### src/rtl/mem_bus_arbiter_pkg.sv
// ============================================================================
// mem_bus_arbiter_pkg : shared types and encodings for the CPU/IOP memory arbiter
// Revision: 1.0
// ============================================================================
`default_nettype none

package mem_bus_arbiter_pkg;

  // Word address and data use big-endian bit numbering (bit 31 / bit 0 = LSB / MSB)
  typedef logic [15:31] addr_t;
  typedef logic [0:31]  data_t;
  typedef logic [0:3]   be_t;

  localparam int HOLD_W = 8;

  typedef enum logic [1:0] {
    ARB_IDLE = 2'd0,
    ARB_CPU  = 2'd1,
    ARB_IOP  = 2'd2
  } arb_state_t;

  typedef enum logic {
    MASTER_CPU = 1'b0,
    MASTER_IOP = 1'b1
  } master_t;

endpackage

`default_nettype wire

### src/rtl/mem_bus_arbiter_if.sv
// ============================================================================
// mem_bus_arbiter_if : one master's request/grant/data bundle toward the arbiter
// Revision: 1.0
// ============================================================================
`default_nettype none

interface mem_bus_arbiter_if;
  import mem_bus_arbiter_pkg::*;

  logic  req;
  addr_t address;
  be_t   write_en;
  data_t wdata;
  logic  grant;
  logic  rvalid;
  data_t rdata;

  modport master (
    output req, address, write_en, wdata,
    input  grant, rvalid, rdata
  );

  modport slave (
    input  req, address, write_en, wdata,
    output grant, rvalid, rdata
  );

endinterface

`default_nettype wire

### src/rtl/mem_bus_arbiter_hold_counter.sv
// ============================================================================
// arb_hold_counter : counts cycles the non-owning master has waited in a burst
// Revision: 1.0
// ============================================================================
`default_nettype none

module arb_hold_counter
  import mem_bus_arbiter_pkg::*;
#(
  parameter int BURST_MAX = 16
) (
  input  logic clock,
  input  logic reset,
  input  logic clear,
  input  logic inc,
  output logic at_max
);

  logic [HOLD_W-1:0] hold_cnt;

  always_ff @(posedge clock) begin
    if (reset || clear) begin
      hold_cnt <= '0;
    end else if (inc) begin
      hold_cnt <= hold_cnt + 8'd1;
    end
  end

  assign at_max = (hold_cnt == HOLD_W'(BURST_MAX - 1));

endmodule

`default_nettype wire

### src/rtl/mem_bus_arbiter.sv
// ============================================================================
// mem_bus_arbiter : shares synchronous-read main memory between CPU and IOP
// Revision: 1.0
// ============================================================================
`default_nettype none

module mem_bus_arbiter
  import mem_bus_arbiter_pkg::*;
#(
  parameter int BURST_MAX = 16,
  parameter int IOP_PRIO  = 0
) (
  input  logic             clock,
  input  logic             reset,
  mem_bus_arbiter_if.slave cpu,
  mem_bus_arbiter_if.slave iop,
  output addr_t            mem_address,
  output be_t              mem_write_en,
  output data_t            mem_data_in,
  input  data_t            mem_rdata,
  output logic             cpu_active
);

  arb_state_t state, state_nx;
  master_t    last_owner, last_owner_nx;
  logic       hold_clear, hold_inc, at_max;
  logic       cpu_issue, iop_issue;
  logic       cpu_rvalid_q, iop_rvalid_q;

  arb_hold_counter #(
    .BURST_MAX(BURST_MAX)
  ) u_hold (
    .clock (clock),
    .reset (reset),
    .clear (hold_clear),
    .inc   (hold_inc),
    .at_max(at_max)
  );

  always_ff @(posedge clock) begin
    if (reset) begin
      state      <= ARB_IDLE;
      last_owner <= MASTER_IOP;
    end else begin
      state      <= state_nx;
      last_owner <= last_owner_nx;
    end
  end

  // The waiting master takes over on the very next edge: no idle cycle between owners
  always_comb begin
    state_nx      = state;
    last_owner_nx = last_owner;
    hold_clear    = 1'b1;
    hold_inc      = 1'b0;
    case (state)
      ARB_IDLE: begin
        if (cpu.req && iop.req) begin
          state_nx = ((IOP_PRIO != 0) || (last_owner == MASTER_CPU)) ? ARB_IOP : ARB_CPU;
        end else if (cpu.req) begin
          state_nx = ARB_CPU;
        end else if (iop.req) begin
          state_nx = ARB_IOP;
        end
      end
      ARB_CPU: begin
        if (iop.req) begin
          if (!cpu.req || at_max) begin
            state_nx      = ARB_IOP;
            last_owner_nx = MASTER_CPU;
          end else begin
            hold_clear = 1'b0;
            hold_inc   = 1'b1;
          end
        end else if (!cpu.req) begin
          state_nx      = ARB_IDLE;
          last_owner_nx = MASTER_CPU;
        end
      end
      ARB_IOP: begin
        if (cpu.req) begin
          if (!iop.req || at_max) begin
            state_nx      = ARB_CPU;
            last_owner_nx = MASTER_IOP;
          end else begin
            hold_clear = 1'b0;
            hold_inc   = 1'b1;
          end
        end else if (!iop.req) begin
          state_nx      = ARB_IDLE;
          last_owner_nx = MASTER_IOP;
        end
      end
      default: state_nx = ARB_IDLE;
    endcase
  end

  // Gating with reset keeps a stale owner from writing during the reset cycle
  assign cpu_issue = (state == ARB_CPU) && cpu.req && !reset;
  assign iop_issue = (state == ARB_IOP) && iop.req && !reset;

  always_comb begin
    mem_address  = '0;
    mem_write_en = '0;
    mem_data_in  = '0;
    if (cpu_issue) begin
      mem_address  = cpu.address;
      mem_write_en = cpu.write_en;
      mem_data_in  = cpu.wdata;
    end else if (iop_issue) begin
      mem_address  = iop.address;
      mem_write_en = iop.write_en;
      mem_data_in  = iop.wdata;
    end
  end

  // Read tag follows the issuer, not the current owner
  always_ff @(posedge clock) begin
    if (reset) begin
      cpu_rvalid_q <= 1'b0;
      iop_rvalid_q <= 1'b0;
    end else begin
      cpu_rvalid_q <= cpu_issue && (cpu.write_en == '0);
      iop_rvalid_q <= iop_issue && (iop.write_en == '0);
    end
  end

  assign cpu.grant  = (state == ARB_CPU);
  assign iop.grant  = (state == ARB_IOP);
  assign cpu.rvalid = cpu_rvalid_q;
  assign iop.rvalid = iop_rvalid_q;
  assign cpu.rdata  = mem_rdata;
  assign iop.rdata  = mem_rdata;
  assign cpu_active = (state == ARB_CPU);

endmodule

`default_nettype wire

### src/flat_wrapper.sv
// flat-port wrapper written by rule: the top's interface ports become plain ports
module mem_bus_arbiter_flat import mem_bus_arbiter_pkg::*;
#(
  parameter int BURST_MAX = 16,
  parameter int IOP_PRIO  = 0
)
  (clock, reset, mem_address, mem_write_en, mem_data_in, mem_rdata, cpu_active, cpu_req, cpu_address, cpu_write_en, cpu_wdata, cpu_grant, cpu_rvalid, cpu_rdata, iop_req, iop_address, iop_write_en, iop_wdata, iop_grant, iop_rvalid, iop_rdata);
  mem_bus_arbiter_if cpu_i ();
  mem_bus_arbiter_if iop_i ();
  input  logic clock;
  input  logic reset;
  output addr_t mem_address;
  output be_t mem_write_en;
  output data_t mem_data_in;
  input  data_t mem_rdata;
  output logic cpu_active;
  input wire logic [$bits(cpu_i.req)-1:0] cpu_req;
  input wire logic [$bits(cpu_i.address)-1:0] cpu_address;
  input wire logic [$bits(cpu_i.write_en)-1:0] cpu_write_en;
  input wire logic [$bits(cpu_i.wdata)-1:0] cpu_wdata;
  output wire logic [$bits(cpu_i.grant)-1:0] cpu_grant;
  output wire logic [$bits(cpu_i.rvalid)-1:0] cpu_rvalid;
  output wire logic [$bits(cpu_i.rdata)-1:0] cpu_rdata;
  input wire logic [$bits(iop_i.req)-1:0] iop_req;
  input wire logic [$bits(iop_i.address)-1:0] iop_address;
  input wire logic [$bits(iop_i.write_en)-1:0] iop_write_en;
  input wire logic [$bits(iop_i.wdata)-1:0] iop_wdata;
  output wire logic [$bits(iop_i.grant)-1:0] iop_grant;
  output wire logic [$bits(iop_i.rvalid)-1:0] iop_rvalid;
  output wire logic [$bits(iop_i.rdata)-1:0] iop_rdata;
  assign cpu_i.req = cpu_req;
  assign cpu_i.address = cpu_address;
  assign cpu_i.write_en = cpu_write_en;
  assign cpu_i.wdata = cpu_wdata;
  assign cpu_grant = cpu_i.grant;
  assign cpu_rvalid = cpu_i.rvalid;
  assign cpu_rdata = cpu_i.rdata;
  assign iop_i.req = iop_req;
  assign iop_i.address = iop_address;
  assign iop_i.write_en = iop_write_en;
  assign iop_i.wdata = iop_wdata;
  assign iop_grant = iop_i.grant;
  assign iop_rvalid = iop_i.rvalid;
  assign iop_rdata = iop_i.rdata;
  mem_bus_arbiter #(.BURST_MAX(BURST_MAX), .IOP_PRIO(IOP_PRIO)) u_core (.clock(clock), .reset(reset), .cpu(cpu_i), .iop(iop_i), .mem_address(mem_address), .mem_write_en(mem_write_en), .mem_data_in(mem_data_in), .mem_rdata(mem_rdata), .cpu_active(cpu_active));
endmodule
### config.mk
export PLATFORM = sky130hd
export DESIGN_NAME = mem_bus_arbiter_flat
export DESIGN_NICKNAME = d
export VERILOG_FILES = /design/src/rtl/mem_bus_arbiter_pkg.sv /design/src/rtl/mem_bus_arbiter_if.sv /design/src/rtl/mem_bus_arbiter_hold_counter.sv /design/src/rtl/mem_bus_arbiter.sv /design/src/flat_wrapper.sv
export SDC_FILE = /design/constraint.sdc
export NUM_CORES = 1
export LEC_CHECK = 0
export ABC_AREA = 1
export BUFFER_PORTS_ARGS = -buffer_cell sky130_fd_sc_hd__buf_2
export CAP_MARGIN = 20
export CORE_AREA = 4 4 100 102
export DETAILED_ROUTE_END_ITERATION = 10
export DIE_AREA = 0 0 104 106
export MAX_ROUTING_LAYER = met4
export PLACE_DENSITY = 0.59
export SYNTH_ARGS = -nofsm -noshare
export SYNTH_HDL_FRONTEND = slang
export SYNTH_HIERARCHICAL = 1
export SYNTH_SLANG_ARGS = --single-unit
### constraint.sdc
create_clock -name clock -period 4.5 [get_ports clock]
set_input_delay 0.45 -clock clock [delete_from_list [all_inputs] [get_ports clock]]
set_output_delay 0.45 -clock clock [all_outputs]
set_load 0.02 [all_outputs]
### Yosys cells after proc, flatten, opt, wreduce, memory -nomap -nowiden

Index checks and enable logic that the tools add are counted.

* register bits: 13
* input port bits: 142

* equal/unequal tests: 8
* muxes and demuxes: 34
* add/sub/neg operators: 1
* reductions and logical operators: 19

Operators by type and width (count)
* $mux 32: 2
* $mux 17: 2
* $mux 2: 10
* $mux 1: 14
* $reduce_and 5->1: 2
* $ne 3x2->1 const B: 3
* $add 8x1->8 const B: 1
* $eq 8x4->1 const B: 1
* $logic_not 4->1: 2
* $mux 4: 2
* $logic_and 1x1->1: 7
* $pmux 1 s2: 3
* $pmux 2 s3: 1
* $ne 4x3->1 const B: 1
* $logic_not 1->1: 3
* $logic_or 1x1->1: 3
* $ne 3x3->1 const B: 1
* $eq 2x1->1 const B: 1
* $eq 2x2->1 const B: 1
* $logic_not 2->1: 1
* $reduce_bool 2->1: 1

### Depth between registers and ports, before layout

Gate-level depths: netlist of the first run.

* depth after elaboration: 6
* depth in mapped cells: 11
* depth with buffers taken out: 11

### Cells and area by module

Netlist of the first run, hierarchy kept.

Modules (own cells, without submodules)
* mem_bus_arbiter: area an instance 1756.7 um^2, cells an instance 304, times used 1
* arb_hold_counter: area an instance 371.6 um^2, cells an instance 52, times used 1

### Worst setup path after synthesis of the first run

OpenSTA, ideal clock, no wires.

* path type: reg2out
* from: reg u_core.state[0]
* to: out mem_address[0]
* path buffers: 1
* cell stages (with the launch flop): 8
* data required time: 4.050 ns
* data arrival time: 1.466 ns
* path slack: 2.584 ns
* cell sequence: dfxtp_1 -> inv_1 -> ha_1 -> nand2_2 -> nor2_8 -> buf_8 -> nand3_1 -> nand2_1

* longest elaborated chain between the ends: 5
* elaborated cells between the ends (all ways): 8
* classes of those cells: 2 x eq/ne; 2 x mux; 4 x reduce/logical

Ends and longest elaborated chain
* from (decl): line mem_bus_arbiter.sv:24 `arb_state_t state, state_nx;`
* from (signal assigned): line mem_bus_arbiter.sv:45 `state <= state_nx;`
* $eq 2x2->1
* via iop_grant: line flat_wrapper.sv:28 `output wire logic [$bits(iop_i.grant)-1:0] iop_grant;`
* $logic_and 1x1->1 (2 in series): line mem_bus_arbiter.sv:100 `assign iop_issue = (state == ARB_IOP) && iop.req && !reset;`
* $mux 17: line mem_bus_arbiter.sv:110 `end else if (iop_issue) begin`
* $mux 17: line mem_bus_arbiter.sv:106 `if (cpu_issue) begin`
* to (decl): line flat_wrapper.sv:12 `output addr_t mem_address;`

The timed path passes the listed nets, and every way through them passes these cells.

### Worst setup path after layout of the first run

* from: reg u_core.state[1]
* to: out mem_write_en[3]

* longest elaborated chain between the ends: 5
* elaborated cells between the ends (all ways): 8
* classes of those cells: 2 x eq/ne; 2 x mux; 4 x reduce/logical

Ends and longest elaborated chain
* $eq 2x2->1: line mem_bus_arbiter.sv:100
* $logic_and 1x1->1 (2 in series): line mem_bus_arbiter.sv:100
* $mux 4: line mem_bus_arbiter.sv:110
* $mux 4 (*): line mem_bus_arbiter.sv:106
* to (decl): line flat_wrapper.sv:13 `output be_t mem_write_en;`

Every way passes the cells marked *; elsewhere a longest branch is shown, timed or not.

==> flow_summary.toml, run 1 <==
[clock_tree]
cts_hold_buf = 0
cts_buffers = 3
cts.sinks = 13
cts_setup_buffers = 0
cts_root_buffer = "clkbuf_8"
clkLatencyLatePin_ns = 0.24
cts_max_level = 1
clkTransAtPathRegs_ns = 0.05
cts_resized = 0
cts_tree = "built"
clk_path_buf_depth = 2

[detailed_routing]
dr.pass1.iters = 4
vias = 2573
drtIter0Drc = 168
routed_wl_um = 7274
drc_errors = 0
wl_per_cell_um = 13.11
routed_via_density = 4.636
ant_nets = 0

[run]
maxCapViolCount = 0

[synthesis]
avgSynthCellArea_um2 = 5.978
ys_types = 21
syn_inst = 356
yosys.area.top_type_share_pct = 26.57
synth-seq-area-share_pct = 12.23
syn-num-nets = 504
synth_area_leader_cell = "nand3_1"
ys_ff_latch = 13
synth.area.top_cells = "nand3_1 (27%), buf_4 (23%), nand2_1 (14%)"
synth_area_um2 = 2128
yosys_warnings = 6

[setup_path]
cp.arrival_ns = 2.24
worstPathMaxFanout = 53
critPathLaunchType = "flip-flop"
cp-startpoint = "u_core/state[1]"
critPathCaptureType = "primary output"
cp.required_ns = 4.05
crit_type = "flip-flop to primary output"
r2r-start = "u_core/state[1]"

[global_route]
track_usage_pct = 12.47
grt_pass1_wl_um = 11070
grt_max_degree = 56
first_global_vias = 2343
overflow = 0
antenna_found_initial = 1

[placed_design]
dpl.cell_count = 550
hpwl_um = 5856
routabilityCongestion = 0.8959
portBuffers = 167

[power_and_ir_drop]
leakagePower_uw = 0.001554
vdd_drop_max_mv = 0.1666
power_density_nw_per_um2 = 305.5

[cells_and_area]
fill_cells = 1043
layout_commonest_cell = "buf_2"
final_cell_mix = "buf_2 (167), nand3_1 (113), nand2_1 (79)"
drive_above_1_share_pct = 41.08
fin_nets = 592
area_growth_pct = 18.69
final_cells = 555
post-route-util_pct = 27.73

[floorplanning]
die_area_um2 = 11020
die_y_um = 106
start_util_pct = 23.37
die_x_um = 104
ios = 264
num_rows = 35
core_um2 = 9109

[run_status]
run_status = "complete, no violations"

[timing]
timing.final.crit_share_pct = 59.82
finClkSkew_ns = 0.001009
setup_viol = 0
setup_tns_ns = 0
hold_viol = 0
fin_crit_ns = 2.692
rsz0062_at_grt = "no"
drv_slew = 0
worst_pin_slew_ns = 0.9387
slew_headroom_pct = 37.42
fmax_mhz = 371.5

[hold_path]
hold_path.class = "input port to flip-flop"
min-delay-start = "iop_write_en[1]"
kinds of logic after synthesis:
logic type | count (synthesis) | share of synthesized area (%)
simple gates | 220 | 47.97
fa+ha+maj | 6 | 3.527
compound gates | 16 | 3.762
flops | 13 | 12.23
buf+inv | 101 | 32.51
worst max-delay path: stages, from the launching register on:
cell and delay, ns:
dfxtp_1 0.33, inv_1 0.12, ha_1 0.19, nand2_2 0.08
inv_2 0.61, nand2_1 0.18, o21ai_0 0.26, buf_2 0.21
cell usage after synthesis:
library cell	count
buf_4	65
nor2_1	15
clkbuf_1	5
o21ai_0	7
buf_8	5
inv_2	2
dfxtp_1	13
nand3_2	1
nor2_2	2
nor2_4	1
nand3_1	113
inv_1	14
nor3_1	1
nor2_8	1
nand4_1	1
nor4_1	2
nand2_1	79
buf_2	10
nand2_2	4
ha_1	6
a21oi_1	9
metrics by stage:
stage	setup slack [ns]	total power, µW	hold WS [ns]	area [µm²]
4_1_cts	1.757	783.7	0.3850	2524
6_report	1.808	771.6	0.3926	2526
5_1_grt	1.589	844.5	0.3811	2526
3_3_place_gp	2.111	667.6	0.4471	2479
2_1_floorplan	2.584	605.9	0.4289	2128
3_5_place_dp	2.037	676.1	0.4618	2479
path summary, 6_finish.rpt:
path	end	slack [ns]	cells after the start
setup / recovery	mem_write_en[3]	1.81	7
hold / removal	u_core/iop.rvalid	0.39	2
setup reg to reg	u_core/state[1]	2.50	9
hold reg to reg	u_core/last_owner	0.47	2
flip-flops by register name, summed over array words and instances (netlist names):
name,flops
u_core/u_hold/hold_cnt,8
u_core/cpu.rvalid,1
u_core/last_owner,1
u_core/state,2
u_core/iop.rvalid,1
report_power, final:
group          internal [µW]  switching [µW]
clock network           62.5            40.7
logic                    173             357
registers                128            10.6
layer usage:
layer,GRT usage (%),wire length [µm],up-vias
met5,-,0,-
met2,20.10,3440,156
li1,-,-,1285
met4,7.028,261,0
met3,3.157,802,29
met1,14.15,2769,1103
final cells by class:
class | count | area (µm²) | area share, %
inverter | 16 | 60.06 | 2.377
multi-input combinational | 242 | 1176 | 46.56
tap | 111 | 138.9 | 5.498
sequential | 13 | 260.3 | 10.30
antenna | 1 | 2.502 | 0.09906
timing repair buffer | 168 | 843.3 | 33.38
clock buffer | 4 | 45.04 | 1.783
(Power assumes the default switching activity.)
==> run 2, diff against run 1 <==
ABC_AREA = 0   (was 1)
CORE_AREA = 4 4 99 101   (was 4 4 100 102)
DIE_AREA = 0 0 103 105   (was 0 0 104 106)
clock period = 2.44 ns   (was 4.5 ns; I/O delays follow)
==> run 2 against run 1 <==
Global-route usage rose by 0.51 points; highest routed layer unchanged; setup slack worse by 1.6 ns; total power is 40% higher; critical path depth did not move; sequential share of layout area increased by 0.90 points; synthesized cell count shrank 40%.
==> flow_summary.toml, run 2 <==
[run_status]
run_status = "complete, no violations"

[clock_tree]
cts_buffers = 3
cts_root_buffer = "clkbuf_8"
cts_max_level = 1
cts_hold_buf = 0
cts_setup_buffers = 0
clkLatencyLatePin_ns = 0.24
clk_path_buf_depth = 2
cts_tree = "built"
cts_resized = 0
cts.sinks = 13
clkTransAtPathRegs_ns = 0.05

[timing]
rsz0062_at_grt = "no"
slew_headroom_pct = 74.31
drv_slew = 0
timing.final.crit_share_pct = 90.59
setup_tns_ns = 0
finClkSkew_ns = 0.001746
fin_crit_ns = 2.210
setup_viol = 0
fmax_mhz = 452.4
hold_viol = 0
worst_pin_slew_ns = 0.3819

[global_route]
grt_max_degree = 54
track_usage_pct = 12.98
grt_pass1_wl_um = 10490
first_global_vias = 1730
overflow = 0
antenna_found_initial = 1

[power_and_ir_drop]
p_seq_share_pct = 22.6
power_density_nw_per_um2 = 466.4
leakagePower_uw = 0.001252
switching_share_pct = 42.09
p_clk_share_pct = 17.4
switching_power_uw = 456.2
power.internal_uw = 627.5
vdd_drop_max_mv = 0.1356
p_comb_share_pct = 60.0

[placed_design]
hpwl_um = 6772
routabilityCongestion = 0.8029
portBuffers = 167
dpl-instance-area_um2 = 2276

[run]
maxCapViolCount = 0

[setup_path]
r2r-end = "u_core/u_hold/hold_cnt[5]"
worstPathMaxFanout = 53
regToRegSetupSlack_ns = 0.46
cp_slowest_cell = "dfxtp_1"
crit_type = "flip-flop to primary output"
r2r-start = "u_core/u_hold/hold_cnt[0]"
path_buf_inv = 3
cp_top_family = "buffers and inverters"
cpPeakStageDelay_ns = 0.34
critPathCaptureType = "primary output"
critPathLaunchType = "flip-flop"
cp.required_ns = 2.20
cp.arrival_ns = 1.97
reg2reg_depth = 8
path_cells = "inv_1 > ha_1 > nand2_1 > nor3b_4 > buf_12 > a22o_2 > buf_2"

[detailed_routing]
wl_per_cell_um = 18.64
ant_nets = 0
drtIter0Drc = 82
dr.pass1.iters = 4
routed_wl_um = 7848
routed_via_density = 4.525
drc_errors = 0
vias = 1905

[hold_path]
hold_path.class = "input port to flip-flop"
min-delay-start = "iop_write_en[0]"
hold_depth = 3
holdPathEnd = "u_core/iop.rvalid"

[floorplanning]
die_x_um = 103
ios = 264
start_util_pct = 20.33
die_y_um = 105
core_um2 = 9021
die_area_um2 = 10820
num_rows = 35

[synthesis]
syn-num-nets = 360
avgSynthCellArea_um2 = 8.652
synth.area.top_cells = "buf_4 (27%), a22o_2 (26%), dfxtp_1 (14%)"
synth_area_um2 = 1834
synth-async-reset-ratio_pct = 0
yosys-top-cells-count = "buf_4 (65), a22o_2 (47), dfxtp_1 (13)"
yosys_warnings = 6
yosysMostFrequentCell = "buf_4"
ys_types = 39
synth_area_leader_cell = "buf_4"
syn_inst = 212
yosys.area.top_type_share_pct = 26.60
ys.flop_type = "dfxtp_1"
ys_ff_latch = 13
synth-seq-area-share_pct = 14.19
synth_edf_count = 0

[cells_and_area]
final_cell_mix = "buf_2 (167), a22o_2 (47), dfxtp_1 (13)"
layout_commonest_cell = "buf_2"
fill_cells = 993
drive_above_1_share_pct = 74.11
largest_register_ffs = 8
fin_nets = 458
area_growth_pct = 26.67
final_area_um2 = 2323
regMostFlops = "u_core/u_hold/hold_cnt"
top_regs = "u_core/u_hold/hold_cnt x8, u_core/state x2"
post-route-util_pct = 25.76
run 2: worst max path at each step:
stage | start | endpoint | slack (ns) | cells past startpoint
2_1_floorplan | u_core/state[0] | mem_data_in[5] | 0.52 | 6
3_3_place_gp | u_core/u_hold/hold_cnt[0] | u_core/last_owner | 0.53 | 7
3_5_place_dp | u_core/u_hold/hold_cnt[0] | u_core/u_hold/hold_cnt[7] | 0.48 | 8
4_1_cts | u_core/state[1] | mem_address[16] | 0.22 | 7
5_1_grt | u_core/state[1] | mem_write_en[3] | 0.07 | 7
6_report | u_core/state[1] | mem_address[0] | 0.23 | 7
run 2: layout make-up:
type / instances / area [µm²] / share of cell area, %
Inverter: 3 / 11.26 / 0.4847
Tap cell: 111 / 138.9 / 5.977
Sequential cell: 13 / 260.3 / 11.20
Antenna cell: 1 / 2.502 / 0.1077
Multi-Input combinational cell: 118 / 987.2 / 42.49
Clock buffer: 4 / 45.04 / 1.939
Timing Repair Buffer: 171 / 878.3 / 37.80
run 2: power by group through the flow:
| stage | sequential [µW] | combinational, µW | clock (µW) |
|---|---|---|---|
| after detailed placement | 250 | 651 | 0 |
| after CTS | 245 | 656 | 195 |
| after global placement | 248 | 643 | 0 |
| final | 245 | 650 | 188 |
| after global routing | 248 | 702 | 210 |
| after floorplan | 247 | 582 | 0 |
run 2: cells by family (layout without fill, tap and decap cells):
| group | after synthesis | after routing | share of synthesized area, % |
|---|---|---|---|
| AO/OA/AOI/OAI | 71 | 71 | 34.99 |
| adder cells (fa/ha/maj) | 6 | 6 | 4.093 |
| multiplexers | 1 | 1 | 0.5457 |
| AND/OR/NAND/NOR | 36 | 36 | 11.87 |
| buffers and inverters | 81 | 178 | 32.40 |
| other | 0 | 1 | 0 |
| XOR/XNOR | 4 | 4 | 1.910 |
| flip-flops | 13 | 13 | 14.19 |
run 2: worst min-delay path, stage by stage:
cell    delay [ns]
buf_2         0.09
or4_1         0.14
nor3_1        0.06
run 2: layer usage:
| metal | part of all wire (%) | track usage, % | vias up |
|---|---|---|---|
| met2 | 46 | 19.52 | 122 |
| li1 | - | - | 915 |
| met4 | 0.55 | 2.035 | 0 |
| met1 | 35 | 13.81 | 862 |
| met3 | 19 | 9.947 | 6 |
| met5 | 0 | - | - |
run 2: per-stage QoR:
stage	worst slack, ns	power, µW	hold WS [ns]	std cells
floorplan	0.5189	829.0	0.4012	212
global placement	0.5335	890.7	0.4678	416
detailed placement	0.4774	901.5	0.4882	416
CTS	0.2160	1096	0.3392	420
global route	0.07182	1160	0.3472	421
finish	0.2297	1084	0.3368	421
